`config.mk`:
```
export PLATFORM = sky130hd
export DESIGN_NAME = mem_byte_access_unit
export DESIGN_NICKNAME = d
export VERILOG_FILES = /design/src/rtl/mem_byte_access_unit.sv
export SDC_FILE = /design/constraint.sdc
export NUM_CORES = 1
export LEC_CHECK = 0
export CAP_MARGIN = 40
export CORE_MARGIN = 1.5
export CORE_UTILIZATION = 50
export CTS_BUF_LIST = sky130_fd_sc_hd__clkbuf_8
export CTS_CLUSTER_SIZE = 10
export DETAILED_ROUTE_END_ITERATION = 10
export PLACE_DENSITY = 0.8
export SLEW_MARGIN = 0
export SYNTH_ARGS = -nofsm -noshare
export SYNTH_HDL_FRONTEND = slang
export SYNTH_SLANG_ARGS = --single-unit
```
`constraint.sdc`:
```
create_clock -name clk -period 1.9 [get_ports clk]
set_input_delay 0.475 -clock clk [delete_from_list [all_inputs] [get_ports clk]]
set_output_delay 0.475 -clock clk [all_outputs]
set_load 0.01 [all_outputs]
```
`src/rtl/mem_byte_access_unit.sv`:
```
// ---------------------------------------------------------------------------
// mem_byte_access_unit
//
// Load/store sequencer between the MEM-stage pipeline and a byte-wide
// synchronous data memory. Byte, halfword and word accesses are split into
// one-byte memory beats, most significant byte first (big-endian). Load bytes
// are assembled into a 32-bit result.
//
// Optional feature macro: MISALIGN_CHECK_EN
//   defined   : misaligned halfword/word requests return rsp_err, no beats
//   undefined : misaligned requests are aligned down and proceed normally
//   (size 2'b11 is always rejected with rsp_err)
//
// Ports
//   clk, rst_n         clock (rising edge), asynchronous active-low reset
//   req_valid/ready    request handshake; ready only while idle
//   req_we             1 = store, 0 = load
//   req_size           00 byte, 01 halfword, 10 word, 11 illegal
//   req_addr           byte address (ADDR_W bits)
//   req_wdata          store data, right-justified
//   mem_en/we          memory beat strobe / write strobe
//   mem_addr/wdata     beat byte address / beat write byte
//   mem_rdata          read byte, valid the cycle after a read beat
//   rsp_valid/ready    response handshake, outputs held until accepted
//   rsp_err            misaligned (when checked) or illegal size
//   word_data          halfword/word load result, zero-extended
//   byte_data          byte load result
//   byte_sel           1 = consumer selects byte_data
// ---------------------------------------------------------------------------
module mem_byte_access_unit #(
   parameter int unsigned ADDR_W = 9
) (
   input  logic              clk,
   input  logic              rst_n,
   input  logic              req_valid,
   output logic              req_ready,
   input  logic              req_we,
   input  logic [1:0]        req_size,
   input  logic [ADDR_W-1:0] req_addr,
   input  logic [31:0]       req_wdata,
   output logic              mem_en,
   output logic              mem_we,
   output logic [ADDR_W-1:0] mem_addr,
   output logic [7:0]        mem_wdata,
   input  logic [7:0]        mem_rdata,
   output logic              rsp_valid,
   input  logic              rsp_ready,
   output logic              rsp_err,
   output logic [31:0]       word_data,
   output logic [7:0]        byte_data,
   output logic              byte_sel
);

   typedef enum logic [1:0] {
      IDLE,
      BEAT,
      DRAIN,
      RSP
   } state_e;

   state_e              state_q, state_d;
   logic                we_q, we_d;
   logic [1:0]          size_q, size_d;
   logic [ADDR_W-1:0]   base_q, base_d;
   logic [31:0]         wdata_q, wdata_d;   // store data, left-justified
   logic [1:0]          k_q, k_d;           // current beat index
   logic [1:0]          last_q, last_d;     // index of final beat (N-1)
   logic                err_q, err_d;
   logic [31:0]         rdata_q, rdata_d;   // assembled load result

   // Request decode: beat count, aligned base, error, and store data moved
   // to the top byte lanes so every beat can simply take bits [31:24].
   logic                req_err;
   logic [1:0]          req_last;
   logic [ADDR_W-1:0]   req_base;
   logic [31:0]         req_wjust;

   always_comb begin : decode
      req_err   = 1'b0;
      req_last  = 2'd0;
      req_base  = req_addr;
      req_wjust = {req_wdata[7:0], 24'h000000};
      case (req_size)
         2'b01: begin
            req_last  = 2'd1;
            req_wjust = {req_wdata[15:0], 16'h0000};
`ifdef MISALIGN_CHECK_EN
            req_err   = req_addr[0];
`else
            req_base  = {req_addr[ADDR_W-1:1], 1'b0};
`endif
         end
         2'b10: begin
            req_last  = 2'd3;
            req_wjust = req_wdata;
`ifdef MISALIGN_CHECK_EN
            req_err   = (req_addr[1:0] != 2'b00);
`else
            req_base  = {req_addr[ADDR_W-1:2], 2'b00};
`endif
         end
         2'b11: begin
            req_err   = 1'b1;
         end
         default: begin
         end
      endcase
   end

   always_ff @(posedge clk or negedge rst_n) begin
      if (!rst_n) begin
         state_q <= IDLE;
         we_q    <= 1'b0;
         size_q  <= 2'b00;
         base_q  <= '0;
         wdata_q <= '0;
         k_q     <= 2'd0;
         last_q  <= 2'd0;
         err_q   <= 1'b0;
         rdata_q <= '0;
      end else begin
         state_q <= state_d;
         we_q    <= we_d;
         size_q  <= size_d;
         base_q  <= base_d;
         wdata_q <= wdata_d;
         k_q     <= k_d;
         last_q  <= last_d;
         err_q   <= err_d;
         rdata_q <= rdata_d;
      end
   end

   // All outputs decode from the registered state, so an asynchronous reset
   // drops the strobes immediately.
   always_comb begin : fsm
      state_d   = state_q;
      we_d      = we_q;
      size_d    = size_q;
      base_d    = base_q;
      wdata_d   = wdata_q;
      k_d       = k_q;
      last_d    = last_q;
      err_d     = err_q;
      rdata_d   = rdata_q;

      req_ready = 1'b0;
      mem_en    = 1'b0;
      mem_we    = 1'b0;
      mem_addr  = '0;
      mem_wdata = '0;
      rsp_valid = 1'b0;
      rsp_err   = 1'b0;
      word_data = '0;
      byte_data = '0;
      byte_sel  = 1'b0;

      case (state_q)
         IDLE: begin
            req_ready = 1'b1;
            if (req_valid) begin
               we_d    = req_we;
               size_d  = req_size;
               base_d  = req_base;
               wdata_d = req_wjust;
               last_d  = req_last;
               err_d   = req_err;
               k_d     = 2'd0;
               rdata_d = '0;
               state_d = req_err ? RSP : BEAT;
            end
         end

         BEAT: begin
            mem_en    = 1'b1;
            mem_we    = we_q;
            mem_addr  = base_q + ADDR_W'(k_q);
            mem_wdata = we_q ? wdata_q[31:24] : 8'h00;
            wdata_d   = {wdata_q[23:0], 8'h00};
            k_d       = k_q + 2'd1;
            // Read data lags its beat by one cycle: beat k collects byte k-1.
            if (!we_q && (k_q != 2'd0)) begin
               rdata_d = {rdata_q[23:0], mem_rdata};
            end
            if (k_q == last_q) begin
               state_d = we_q ? RSP : DRAIN;
            end
         end

         DRAIN: begin
            rdata_d = {rdata_q[23:0], mem_rdata};
            state_d = RSP;
         end

         RSP: begin
            rsp_valid = 1'b1;
            rsp_err   = err_q;
            if (!err_q && !we_q) begin
               if (size_q == 2'b00) begin
                  byte_sel  = 1'b1;
                  byte_data = rdata_q[7:0];
               end else begin
                  word_data = rdata_q;
               end
            end
            if (rsp_ready) begin
               state_d = IDLE;
            end
         end

         default: begin
            state_d = IDLE;
         end
      endcase
   end

endmodule

```
# After elaboration in Yosys (flattened, before gate mapping)
# Index checks and enable logic that the tools add are counted.
dict set report word_totals {
  reg_bits 83
  input_bits 56
  out_inout_bits 63
  elab_cells 69
}
dict set report classes {
  n_addsub 2
  n_eq_ne 11
  muxes 34
  reduce_logical 13
}
# op n
set ops {}
lappend ops {{$mux W32} 6}
lappend ops {{$pmux W32 S2} 2}
lappend ops {{$pmux W32 S3} 1}
lappend ops {{$mux W8} 5}
lappend ops {{$pmux W2 S2} 3}
lappend ops {{$mux W1} 10}
lappend ops {{$mux W2} 5}
lappend ops {{$add A9 B2 Y9} 1}
lappend ops {{$mux W9} 1}
lappend ops {{$eq A2 B2 Y1 const B} 4}
lappend ops {{$ne A2 B2 Y1 const B} 4}
lappend ops {{$pmux W2 S4} 1}
lappend ops {{$reduce_and A3 Y1} 2}
lappend ops {{$eq A2 B1 Y1 const B} 2}
lappend ops {{$logic_not A2 Y1} 2}
lappend ops {{$reduce_and A2 Y1} 2}
lappend ops {{$reduce_bool A2 Y1} 2}
lappend ops {{$reduce_bool A3 Y1} 1}
lappend ops {{$add A2 B1 Y2 const B} 1}
lappend ops {{$eq A2 B2 Y1} 1}
lappend ops {{$logic_and A1 B1 Y1} 2}
lappend ops {{$logic_not A1 Y1} 2}

# Logic depth before layout (Yosys ltp)
# Gate-level depths: netlist (run 1).
dict set report logic_depth {
  depth_word 5
  mapped_depth 9
  depth_no_buf 6
}

# Worst setup path before layout (run 1)
# No wires, ideal clock.
dict set report synth_timing {
  path_kind {register -> output}
  from {reg state_q[1]}
  to {out byte_data[0]}
  t_arrival_ps 1493
  setup_slack_ps -68
  path_stages_with_launch 5
  path_cell_list {dfrtp_1 -> ha_1 -> nand2_1 -> nor3_1 -> and2_1}
}
dict set report synth_between {
  elab_chain_len 2
}
# item line_no
set synth_rtl {}
lappend synth_rtl {{start: declaration} 61} ;# state_e state_q, state_d;
lappend synth_rtl {{start signal: assignment} 122} ;# state_q <= state_d;
lappend synth_rtl {{$eq A2 B2 Y1} 158} ;# case (state_q)
lappend synth_rtl {{$mux W8} 158}
lappend synth_rtl {{end: declaration} 50} ;# output logic [7:0] byte_data,
# Every way passes these cells.

# Worst setup path after layout (run 1)
dict set report layout_timing {
  from {reg k_q[0]}
  to {out mem_addr[5]}
}
dict set report layout_between {
  elab_chain_len 2
}
# item line_no
set layout_rtl {}
lappend layout_rtl {{start: declaration} 66} ;# logic [1:0] k_q, k_d;
lappend layout_rtl {{start signal: assignment} 127} ;# k_q <= k_d;
lappend layout_rtl {{$add A9 B2 Y9} 177} ;# mem_addr = base_q + ADDR_W'(k_q);
lappend layout_rtl {{$mux W9} 158}
lappend layout_rtl {{end: declaration} 43} ;# output logic [ADDR_W-1:0] mem_addr,
# Every way passes these cells.

==> results of run 1 <==
[layer usage]
layer / vias to the layer above / share of wire / global-route usage
met3: 100 / 0.080 / 0.07355
met4: 0 / 0.058 / 0.1594
met2: 296 / 0.50 / 0.5577
li1: 2018 / - / -
met1: 2267 / 0.36 / 0.3744
met5: - / 0 / 0
[logic make-up (layout without fill, tap and decap cells)]
group	count (synthesis)	in the layout	share of synthesized area
flops	83	83	0.4754
mux	12	12	0.03064
simple gates	201	202	0.2128
compound gates	121	121	0.1755
fa+ha+maj	13	13	0.03895
xor+xnor	8	8	0.01604
buf+inv	45	235	0.05068
[through the flow]
stage                     setup slack [ns]  total power, mW  std cells  utilization  area [µm²]
after detailed placement           -0.5532            7.545        711       0.7123        5941
after floorplan                    0.01357            5.579        483            -        4374
after global routing               -0.8246            11.64        779       0.8569        7147
after global placement             -0.4454            7.321        711       0.7123        5941
final                              -0.6393            11.10        779       0.8569        7147
after CTS                          -0.4725            9.759        766       0.8111        6765
[flip-flops by register name, summed over array words and instances, names as in the netlist]
name and cells:
base_q 9, err_q 1, k_q 2, last_q 2
rdata_q 32, size_q 2, state_q 2, wdata_q 32
we_q 1
[placed cells by master, fill, tap and decap left out, types with 3 or more instances in the layout]
cell type and n:
o22ai_1 6, o31ai_1 6, nor2_1 14, clkbuf_8 11, a22oi_1 16, buf_12 11, and3_4 8, inv_1 5
buf_2 7, and2_4 44, o21ai_2 8, mux2_2 10, a21oi_1 8, xor2_1 5, clkdlybuf4s50_1 53, xnor2_1 3
buf_6 88, o21ai_0 53, ha_1 6, nand2_1 113, ha_4 5, o21ai_1 5, dfrtp_1 81, buf_4 47
a221oi_2 7
[where the power goes]
part	internal (mW)	switching, mW	leakage, nW
registers	2.52	0.661	1.09
logic	3.28	3.45	2.06
clock network	0.538	0.654	0.0912
total	6.33	4.76	3.25
[worst paths after layout]
check	start	to	slack, ns	depth (start not counted)
min in group clk	wdata_q[4]$_DFFE_PN0P_	wdata_q[4]$_DFFE_PN0P_	0.49	2
max in group asynchronous	rst_n	state_q[1]$_DFFE_PN0P_	1.38	2
max	k_q[0]$_DFFE_PN0P_	mem_addr[5]	-0.64	8
min	rst_n	wdata_q[13]$_DFFE_PN0P_	0.12	2
min reg2reg	wdata_q[4]$_DFFE_PN0P_	wdata_q[4]$_DFFE_PN0P_	0.49	2
max reg2reg	k_q[0]$_DFFE_PN0P_	rdata_q[19]$_DFFE_PN0P_	-0.06	9
[repair_timing]
action	in CTS	in global routing
pin swaps	27	22
setup endpoints to repair	70	129
gates cloned	6	1
setup buffers	36	21
gates resized for setup	386	80
hold endpoints to repair	0	0
[final cells by class]
cell class / count / area share
Clock buffer: 11 / 0.02118
Clock inverter: 4 / 0.003676
Sequential cell: 83 / 0.2910
Timing Repair Buffer: 212 / 0.3120
Tap cell: 105 / 0.01838
Multi-Input combinational cell: 356 / 0.3487
Inverter: 8 / 0.005077
==> flow_summary_export.csv, run 1 <==
group,metric,value,unit
detailed_routing,firstDrtPassIters,5,
global_route,grt_max_degree,84,
global_route,grt_antenna_before_repair,0,
sta,hold-worst-slack,0.1212,ns
yosys,yosysTopAreaCellShare,0.4754,
setup_path,endpoint_kind,"output pin",
floorplan,coreArea,0.008341,mm²
setup_path,arrival,2.06,ns
layout,drive_above_1_share,0.4243,
clock_network,cts_sinks,83,
detailed_routing,wl_per_cell,21.81,µm
sta,hold_viol,0,
floorplan,die_w,96.48,µm
sta,setup_tns,-21.35,ns
setup_path,slowest_stage,"dfrtp_1",
yosys,syn_area,0.004369,mm²
sta,worstMarginPinSlew,0.4575,ns
power_and_ir_drop,ir_worst_vdd,0.0008708,V
place,io_buffers,118,
clock_network,cts_tree,"built",
yosys,synth_area_leaders,"dfrtp_1 (48%), nand2_1 (9.9%), o21ai_0 (6.5%)",
global_route,grt_pass1_wl,22340,µm
clock_network,clockRootBuffer,"clkbuf_8",
setup_path,path_class,"reg2out",
yosys,yosysTopAreaCell,"dfrtp_1",
sta,setup_viol_count_final,71,
layout,fillers,372,
yosys,avgSynthCellArea,9.046,µm²
yosys,postSynthCellCount,483,
setup_path,worst-path-buf-inv,3,
layout,multi_input_area,0.002492,mm²
detailed_routing,ant_nets,0,
yosys,async_flop_share,1.000,
run_status,status,"finished with violations",
clock_network,numCtsBuffers,9,
floorplan,initial_core_util,0.5239,
global_route,grt_util_all_layers,0.3223,
floorplan,rows,33,
worst_hold_path,hold_class,"in2async",
detailed_routing,drt-initial-drc-count,368,
sta,fin_skew,0.009404,ns
global_route,overflow,0,
yosys,synth_most_common_cell,"nand2_1",
detailed_routing,avgViaCountPerCell,6.009,
sta,slew_viol_final,0,
clock_network,ctsHoldBuffers,0,
sta,rsz0062_at_grt,"true",
sta,period_needed,2.539,ns
setup_path,cp-start-kind,"register",
power_and_ir_drop,p_per_area,1553,mW/mm²
run_status,violations,"negative setup slack",
clock_network,path_clk_slew,0.09,ns
floorplan,die_y,96.48,µm
floorplan,die_area,0.009308,mm²
run,max_cap_violations,0,
yosys,synth-seq-area-share,0.4754,
yosys,synthesis.nets,552,
layout,nets,739,
layout,area_growth_syn_to_layout,63.57,%
sta,finalCritPeriodShare,1.336,
setup_path,path_cells,"ha_2 -> buf_4 -> a21oi_4 -> buf_6 -> nand4b_1 -> xor2_1 -> nor2_1 -> buf_2",
yosys,synthTopCellsByCount,"nand2_1 (115), dfrtp_1 (83), o21ai_0 (57), and2_1 (44), buf_2 (17)",
sta,finalWorstSetupSlack,-0.6393,ns
place,dp_hpwl,8018,µm
place,globalplace.congestion,0.8109,
layout,n_antenna_cell,0,
setup_path,crit_path_max_fanout,2,
setup_path,slowest_delay,0.42,ns
layout,regArea,0.002079,mm²
setup_path,critPathRequiredTime,1.42,ns
floorplan,io_pins,119,
clock_network,worstSkewPairLatency,0.35,ns
yosys,synth-seq-cells,83,
global_route,first_global_vias,4483,
yosys,yosysUniqueCellTypes,41,
power_and_ir_drop,static-leakage-power,3.246,nW
yosys,synth-edff-count,0,
clock_network,cts_max_path_buffers,2,
clock_network,htreeDepth,3,
sta,fmax,393.8,MHz
detailed_routing,vias,4681,
yosys,yosys_warnings,0,
yosys,synth_ff_type,"dfrtp_1",
sta,max_slew_margin,0.6950,
setup_path,path_delay_family,"buffers and inverters",
detailed_routing,drc_errors,0,
detailed_routing,finalWirelength,16990,µm
(Power assumes the default switching activity.)
==> inputs of run 2 (changes only) <==
--- a/config.mk
+++ b/config.mk
@@ -11,8 +11,10 @@
 export CTS_BUF_LIST = sky130_fd_sc_hd__clkbuf_8
 export CTS_CLUSTER_SIZE = 10
 export DETAILED_ROUTE_END_ITERATION = 10
+export GPL_TIMING_DRIVEN = 0
 export PLACE_DENSITY = 0.8
 export SLEW_MARGIN = 0
 export SYNTH_ARGS = -nofsm -noshare
 export SYNTH_HDL_FRONTEND = slang
 export SYNTH_SLANG_ARGS = --single-unit
+export TNS_END_PERCENT = 50
==> run 2 against run 1 <==
  * The flow still finishes with violations (negative setup slack)
  * Worst hold slack got worse by 0.032 ns
  * Register-to-register slack lost 0.06 ns
  * Die area unchanged
  * Clock power up 10%
  * Combinational power shrank 8.2%
  * Utilization is 3.4 points lower
  * Total power fell by 3.9%
  * Global-route usage shrank 1.5 points
  * Sequential share of layout area is 1.2 points higher
==> flow_summary_export.csv, run 2 (synthesis results as in run 1) <==
group,metric,value,unit
layout,top_regs,"rdata_q: 32 flops, wdata_q: 32 flops, base_q: 9 flops",
global_route,first_global_vias,4434,
detailed_routing,drt-initial-drc-count,327,
place,io_buffers,118,
power_and_ir_drop,static-leakage-power,3.108,nW
global_route,grt_pass1_wl,21380,µm
sta,setup_viol_count_final,104,
sta,slew_viol_final,0,
global_route,overflow,0,
sta,finalWorstSetupSlack,-0.5492,ns
worst_hold_path,hold_class,"in2async",
layout,final_common_cell,"nand2_1",
power_and_ir_drop,finalPower,10.67,mW
sta,worstMarginPinSlew,0.6838,ns
setup_path,r2r-end,"wdata_q[14]$_DFFE_PN0P_",
run,max_cap_violations,0,
clock_network,path_clk_slew,0.09,ns
floorplan,initial_core_util,0.5239,
detailed_routing,avgViaCountPerCell,6.032,
floorplan,rows,33,
layout,fin_cells,772,
floorplan,die_w,96.48,µm
detailed_routing,drc_errors,0,
layout,final_cell_mix,"nand2_1 (113), dfrtp_1 (80), buf_6 (76)",
clock_network,cts_tree,"built",
clock_network,htreeDepth,3,
sta,hold_viol,0,
power_and_ir_drop,ir_worst_vdd,0.0008522,V
global_route,grt_util_all_layers,0.3071,
layout,fillers,444,
place,dp_hpwl,8724,µm
layout,drive_above_1_share,0.3988,
sta,period_needed,2.449,ns
floorplan,die_y,96.48,µm
power_and_ir_drop,p_per_area,1554,mW/mm²
sta,rsz0062_at_grt,"true",
floorplan,coreArea,0.008341,mm²
clock_network,numCtsBuffers,9,
clock_network,worstSkewPairLatency,0.36,ns
clock_network,cts_sinks,83,
run_status,status,"finished with violations",
layout,nets,731,
clock_network,clockRootBuffer,"clkbuf_8",
detailed_routing,vias,4657,
sta,finalCritPeriodShare,1.289,
setup_path,arrival,1.97,ns
setup_path,slowest_delay,0.42,ns
setup_path,reg2regPathDepth,9,
floorplan,io_pins,119,
setup_path,worst-path-buf-inv,1,
setup_path,path_class,"reg2out",
global_route,grt_antenna_before_repair,0,
setup_path,path_cells,"ha_4 -> fa_2 -> nand3_2 -> or3_1 -> a21oi_1 -> buf_2",
setup_path,regToRegSetupSlack,-0.12,ns
sta,fmax,408.3,MHz
setup_path,rr_startpoint,"state_q[0]$_DFFE_PN0P_",
floorplan,die_area,0.009308,mm²
run_status,violations,"negative setup slack",
setup_path,cp-start-kind,"register",
detailed_routing,wl_per_cell,20.66,µm
setup_path,endpoint_kind,"output pin",
global_route,grt_max_degree,45,
setup_path,path_delay_family,"adder cells",
detailed_routing,firstDrtPassIters,5,
sta,fin_skew,0.008673,ns
setup_path,slowest_stage,"dfrtp_1",
clock_network,ctsHoldBuffers,0,
sta,max_slew_margin,0.5393,
detailed_routing,finalWirelength,15950,µm
layout,area_growth_syn_to_layout,57.10,%
layout,n_antenna_cell,0,
place,dp_cells,707,
clock_network,cts_max_path_buffers,2,
detailed_routing,ant_nets,0,
setup_path,crit_path_max_fanout,4,
place,globalplace.congestion,0.9029,
setup_path,critPathRequiredTime,1.42,ns
==> run 2: area by class of cell <==
type / count / area [µm²] / share of cell area
clock buffers: 9 / 123.9 / 0.01805
plain buffers: 35 / 305.3 / 0.04448
repair buffers: 170 / 1683 / 0.2452
flip-flops and latches: 83 / 2081 / 0.3031
clock inverters: 7 / 77.57 / 0.01130
inverters: 8 / 36.28 / 0.005286
multi-input cells: 355 / 2426 / 0.3534
well taps: 105 / 131.4 / 0.01914
==> run 2: layer usage <==
layer  up-vias  routed length (µm)  track usage
met5         -                   0            0
met4         0                 879       0.1630
met3        92                1253      0.04695
met2       319                7948       0.5268
met1      2250                5869       0.3710
li1       1996                   -            -
==> run 2: power by group <==
group          switching, mW  internal (mW)
logic                   3.35           2.82
clock network          0.698          0.614
registers              0.661           2.52
==> run 2: how the worst max path moves through the flow <==
stage	depth (start not counted)	startpoint	slack (ns)	end
3_3_place_gp	1	rst_n	-2.54	rdata_q[26]$_DFFE_PN0P_
4_1_cts	6	k_q[0]$_DFFE_PN0P_	-0.47	mem_addr[8]
6_report	6	k_q[0]$_DFFE_PN0P_	-0.55	mem_addr[8]
5_1_grt	6	k_q[0]$_DFFE_PN0P_	-0.59	mem_addr[8]
2_1_floorplan	5	k_q[0]$_DFFE_PN0P_	0.01	mem_addr[8]
3_5_place_dp	6	state_q[1]$_DFFE_PN0P_	-0.70	word_data[12]
==> run 2: worst reg2reg max path: stages (launching register included) <==
cell and delay, ns:
dfrtp_2 0.46, buf_12 0.14, ha_4 0.17, buf_8 0.14, buf_6 0.13, buf_4 0.14, o21ai_4 0.29, buf_4 0.26
nand2_1 0.11, o21ai_1 0.11
==> run 2: metrics by stage <==
step	setup slack, ns	hold slack [ns]	area [µm²]	TNS, ns	utilization
after floorplan	0.01357	0.1794	4374	0	-
after global placement	-2.539	0.4562	5687	-258.81	0.6818
after detailed placement	-0.7018	0.4588	5704	-54.07	0.6839
after CTS	-0.4660	0.1086	6347	-18.20	0.7610
after global routing	-0.5863	0.1325	6864	-23.99	0.8230
final	-0.5492	0.08881	6864	-19.36	0.8230
==> run 2: timing repair <==
action / in CTS / in global routing
setup endpoints to repair: 100 / 130
gates resized for setup: 340 / 151
endpoints found under the hold margin: 0 / 0
setup buffers: 29 / 21
gates cloned: 2 / 1
pin swaps: 26 / 23
==> inputs of run 3 (changes only) <==
--- a/config.mk
+++ b/config.mk
@@ -5,14 +5,16 @@
 export SDC_FILE = /design/constraint.sdc
 export NUM_CORES = 1
 export LEC_CHECK = 0
+export ABC_AREA = 1
+export ABC_CLOCK_PERIOD_IN_PS = 1900
 export CAP_MARGIN = 40
 export CORE_MARGIN = 1.5
-export CORE_UTILIZATION = 50
-export CTS_BUF_LIST = sky130_fd_sc_hd__clkbuf_8
+export CORE_UTILIZATION = 49
+export CTS_BUF_LIST = sky130_fd_sc_hd__clkbuf_8 sky130_fd_sc_hd__clkbuf_16
 export CTS_CLUSTER_SIZE = 10
 export DETAILED_ROUTE_END_ITERATION = 10
 export GPL_TIMING_DRIVEN = 0
-export PLACE_DENSITY = 0.8
+export PLACE_DENSITY = 0.78
 export SLEW_MARGIN = 0
 export SYNTH_ARGS = -nofsm -noshare
 export SYNTH_HDL_FRONTEND = slang
==> run 3 against run 2 <==
  * Flip-flop and latch count unchanged
  * Worst hold slack lost 0.011 ns
  * Fmax up 7.3%
  * Final area shrank 0.55%
  * Sequential share of layout area is 0.18 points higher
  * Largest cell class unchanged
  * Clock skew is 0.011 ns higher
  * Non-clock buffer count down 20
  * Wire length fell by 10%
  * Utilization shrank 5.1 points
  * The flow still finishes with violations (negative setup slack)
==> flow_summary_export.csv, run 3 <==
group,metric,value,unit
yosys,synth_area_leaders,"dfrtp_1 (46%), nand2_1 (21%), o21ai_0 (5.4%)",
layout,top_regs,"rdata_q: 32 flops, wdata_q: 32 flops, base_q: 9 flops",
detailed_routing,finalWirelength,14310,µm
clock_network,clockRootBuffer,"clkbuf_8",
floorplan,initial_core_util,0.5147,
setup_path,r2r-end,"rdata_q[22]$_DFFE_PN0P_",
place,place_ws,-0.6622,ns
yosys,synthesis.nets,698,
layout,post-route-util,0.7715,
layout,drive_above_1_share,0.2866,
floorplan,io_pins,119,
layout,multi_input_area,0.002535,mm²
setup_path,path_class,"reg2out",
clock_network,htreeDepth,3,
sta,hold_viol,0,
run_status,violations,"negative setup slack",
setup_path,path_cells,"ha_2 -> fa_2 -> nand2_4 -> nor2_4 -> xnor2_1 -> nor2_1 -> buf_2",
floorplan,rows,34,
sta,worstMarginPinSlew,0.5479,ns
run_status,status,"finished with violations",
yosys,async_flop_share,1.000,
floorplan,coreArea,0.008848,mm²
yosys,synth-seq-cells,83,
floorplan,die_area,0.009882,mm²
power_and_ir_drop,clockPowerShare,0.134,
place,placed_cell_area,0.005898,mm²
yosys,synth_ff_type,"dfrtp_1",
yosys,yosysTopAreaCellShare,0.4560,
place,dp_cells,856,
layout,n_antenna_cell,0,
layout,area_growth_syn_to_layout,49.89,%
power_and_ir_drop,p_int,5.288,mW
power_and_ir_drop,pwr-share-seq,0.303,
detailed_routing,drt-initial-drc-count,282,
global_route,grt_util_all_layers,0.2800,
setup_path,reg2regPathDepth,7,
yosys,yosysUniqueCellTypes,28,
power_and_ir_drop,p_per_area,1444,mW/mm²
setup_path,slowest_delay,0.39,ns
sta,period_needed,2.284,ns
detailed_routing,firstDrtPassIters,5,
floorplan,die_w,99.41,µm
power_and_ir_drop,swShare,0.4638,
yosys,synth-seq-area-share,0.4560,
sta,finalWorstSetupSlack,-0.3836,ns
power_and_ir_drop,ir_worst_vdd,0.0007164,V
yosys,yosysTopAreaCell,"dfrtp_1",
detailed_routing,wl_per_cell,15.78,µm
setup_path,critPathRequiredTime,1.42,ns
layout,regArea,0.002082,mm²
clock_network,worstSkewPairLatency,0.37,ns
setup_path,cp-start-kind,"register",
setup_path,endpoint_kind,"output pin",
detailed_routing,avgViaCountPerCell,5.399,
detailed_routing,ant_nets,0,
yosys,synth-edff-count,0,
power_and_ir_drop,static-leakage-power,3.243,nW
global_route,grt_max_degree,47,
layout,nets,863,
yosys,postSynthCellCount,629,
yosys,synth_most_common_cell,"nand2_1",
yosys,synthTopCellsByCount,"nand2_1 (254), dfrtp_1 (83), nor2_1 (54), o21ai_0 (49), inv_1 (46)",
setup_path,arrival,1.81,ns
floorplan,die_y,99.41,µm
power_and_ir_drop,p_comb_frac,0.563,
global_route,first_global_vias,4668,
yosys,syn_area,0.004554,mm²
sta,setup_tns,-12.74,ns
sta,max_slew_margin,0.6348,
setup_path,crit_path_max_fanout,3,
sta,slew_viol_final,0,
place,dp_hpwl,9379,µm
place,globalplace.congestion,0.8627,
layout,fillers,623,
layout,fin_cells,907,
clock_network,cts_max_path_buffers,2,
setup_path,worst-path-buf-inv,1,
yosys,yosys_warnings,0,
clock_network,cts_sinks,83,
sta,fmax,437.9,MHz
power_and_ir_drop,finalPower,9.861,mW
sta,setup_viol_count_final,62,
run,max_cap_violations,0,
setup_path,regToRegSetupSlack,0.07,ns
layout,final_cell_mix,"nand2_1 (249), dfrtp_1 (79), clkdlybuf4s50_1 (53)",
layout,final_area,0.006827,mm²
setup_path,slowest_stage,"dfrtp_1",
global_route,overflow,0,
sta,rsz0062_at_grt,"true",
sta,fin_skew,0.01974,ns
global_route,grt_pass1_wl,22070,µm
clock_network,cts_tree,"built",
power_and_ir_drop,switchingPower,4.573,mW
yosys,avgSynthCellArea,7.241,µm²
clock_network,ctsHoldBuffers,0,
detailed_routing,drc_errors,0,
setup_path,path_delay_family,"adder cells",
global_route,grt_antenna_before_repair,0,
layout,final_common_cell,"nand2_1",
clock_network,path_clk_slew,0.11,ns
setup_path,rr_startpoint,"state_q[1]$_DFFE_PN0P_",
detailed_routing,vias,4897,
sta,finalCritPeriodShare,1.202,
clock_network,numCtsBuffers,9,
worst_hold_path,hold_class,"in2async",
place,io_buffers,118,
sta,hold-worst-slack,0.07755,ns
run 3: changes by cell type in the layout (fill, tap and decap cells not counted), sizes merged, moves of 9 or more:
cell   previous run  this run
and2             44         0
nor2             16        56
inv               8        53
and3              9         0
buf             140       116
nand2           115       258
nand3             4        25
mux2             11         0
run 3: worst max path at each step:
| stage | from | end | slack, ns | cells past startpoint |
|---|---|---|---|---|
| 3_5_place_dp | state_q[1]$_DFFE_PN0P_ | mem_addr[2] | -0.66 | 7 |
| 6_report | base_q[0]$_DFFE_PN0P_ | mem_addr[4] | -0.38 | 7 |
| 2_1_floorplan | state_q[1]$_DFFE_PN0P_ | mem_addr[2] | 0.008 | 6 |
| 3_3_place_gp | rst_n | rdata_q[1]$_DFFE_PN0P_ | -2.57 | 1 |
| 5_1_grt | base_q[0]$_DFFE_PN0P_ | mem_addr[8] | -0.50 | 8 |
| 4_1_cts | k_q[0]$_DFFE_PN0P_ | mem_addr[4] | -0.42 | 7 |
run 3: cells by family (layout without fill, tap and decap cells):
logic type | count (synthesis) | after routing | share of synthesized area
compound gates | 84 | 84 | 0.1000
xor+xnor | 1 | 1 | 0.001923
fa+ha+maj | 13 | 13 | 0.03736
buf+inv | 83 | 252 | 0.07693
flops | 83 | 83 | 0.4560
simple gates | 365 | 366 | 0.3277
run 3: power groups by stage:
stage	Clock [mW]	Sequential [mW]	Combinational, mW
after floorplan	0	2.83	2.83
final	1.32	2.98	5.55
after CTS	1.32	2.96	4.81
after global routing	1.42	3.07	6.07
after detailed placement	0	2.97	4.18
after global placement	0	2.94	4.06
run 3: per-layer routing:
metal	global-route usage	up-vias	wire, µm	part of all wire
met2	0.4584	196	7089	0.50
met4	0.09751	0	316	0.022
met1	0.3781	2356	6049	0.42
met5	0	-	0	0
li1	-	2315	-	-
met3	0.04779	30	856	0.060
run 3: area by class of cell:
class,instances,share of cell area
multi-input combinational,464,0.3713
sequential,83,0.3050
timing repair buffer,153,0.2071
buffer,32,0.03794
inverter,51,0.02951
tap,108,0.01979
clock buffer,9,0.01815
clock inverter,7,0.01118
run 3: timing repair:
item | in CTS | in global routing
pin swaps | 12 | 25
resized for setup | 293 | 145
gates cloned | 3 | 2
buffers inserted | 14 | 18
setup endpoints to repair | 75 | 97
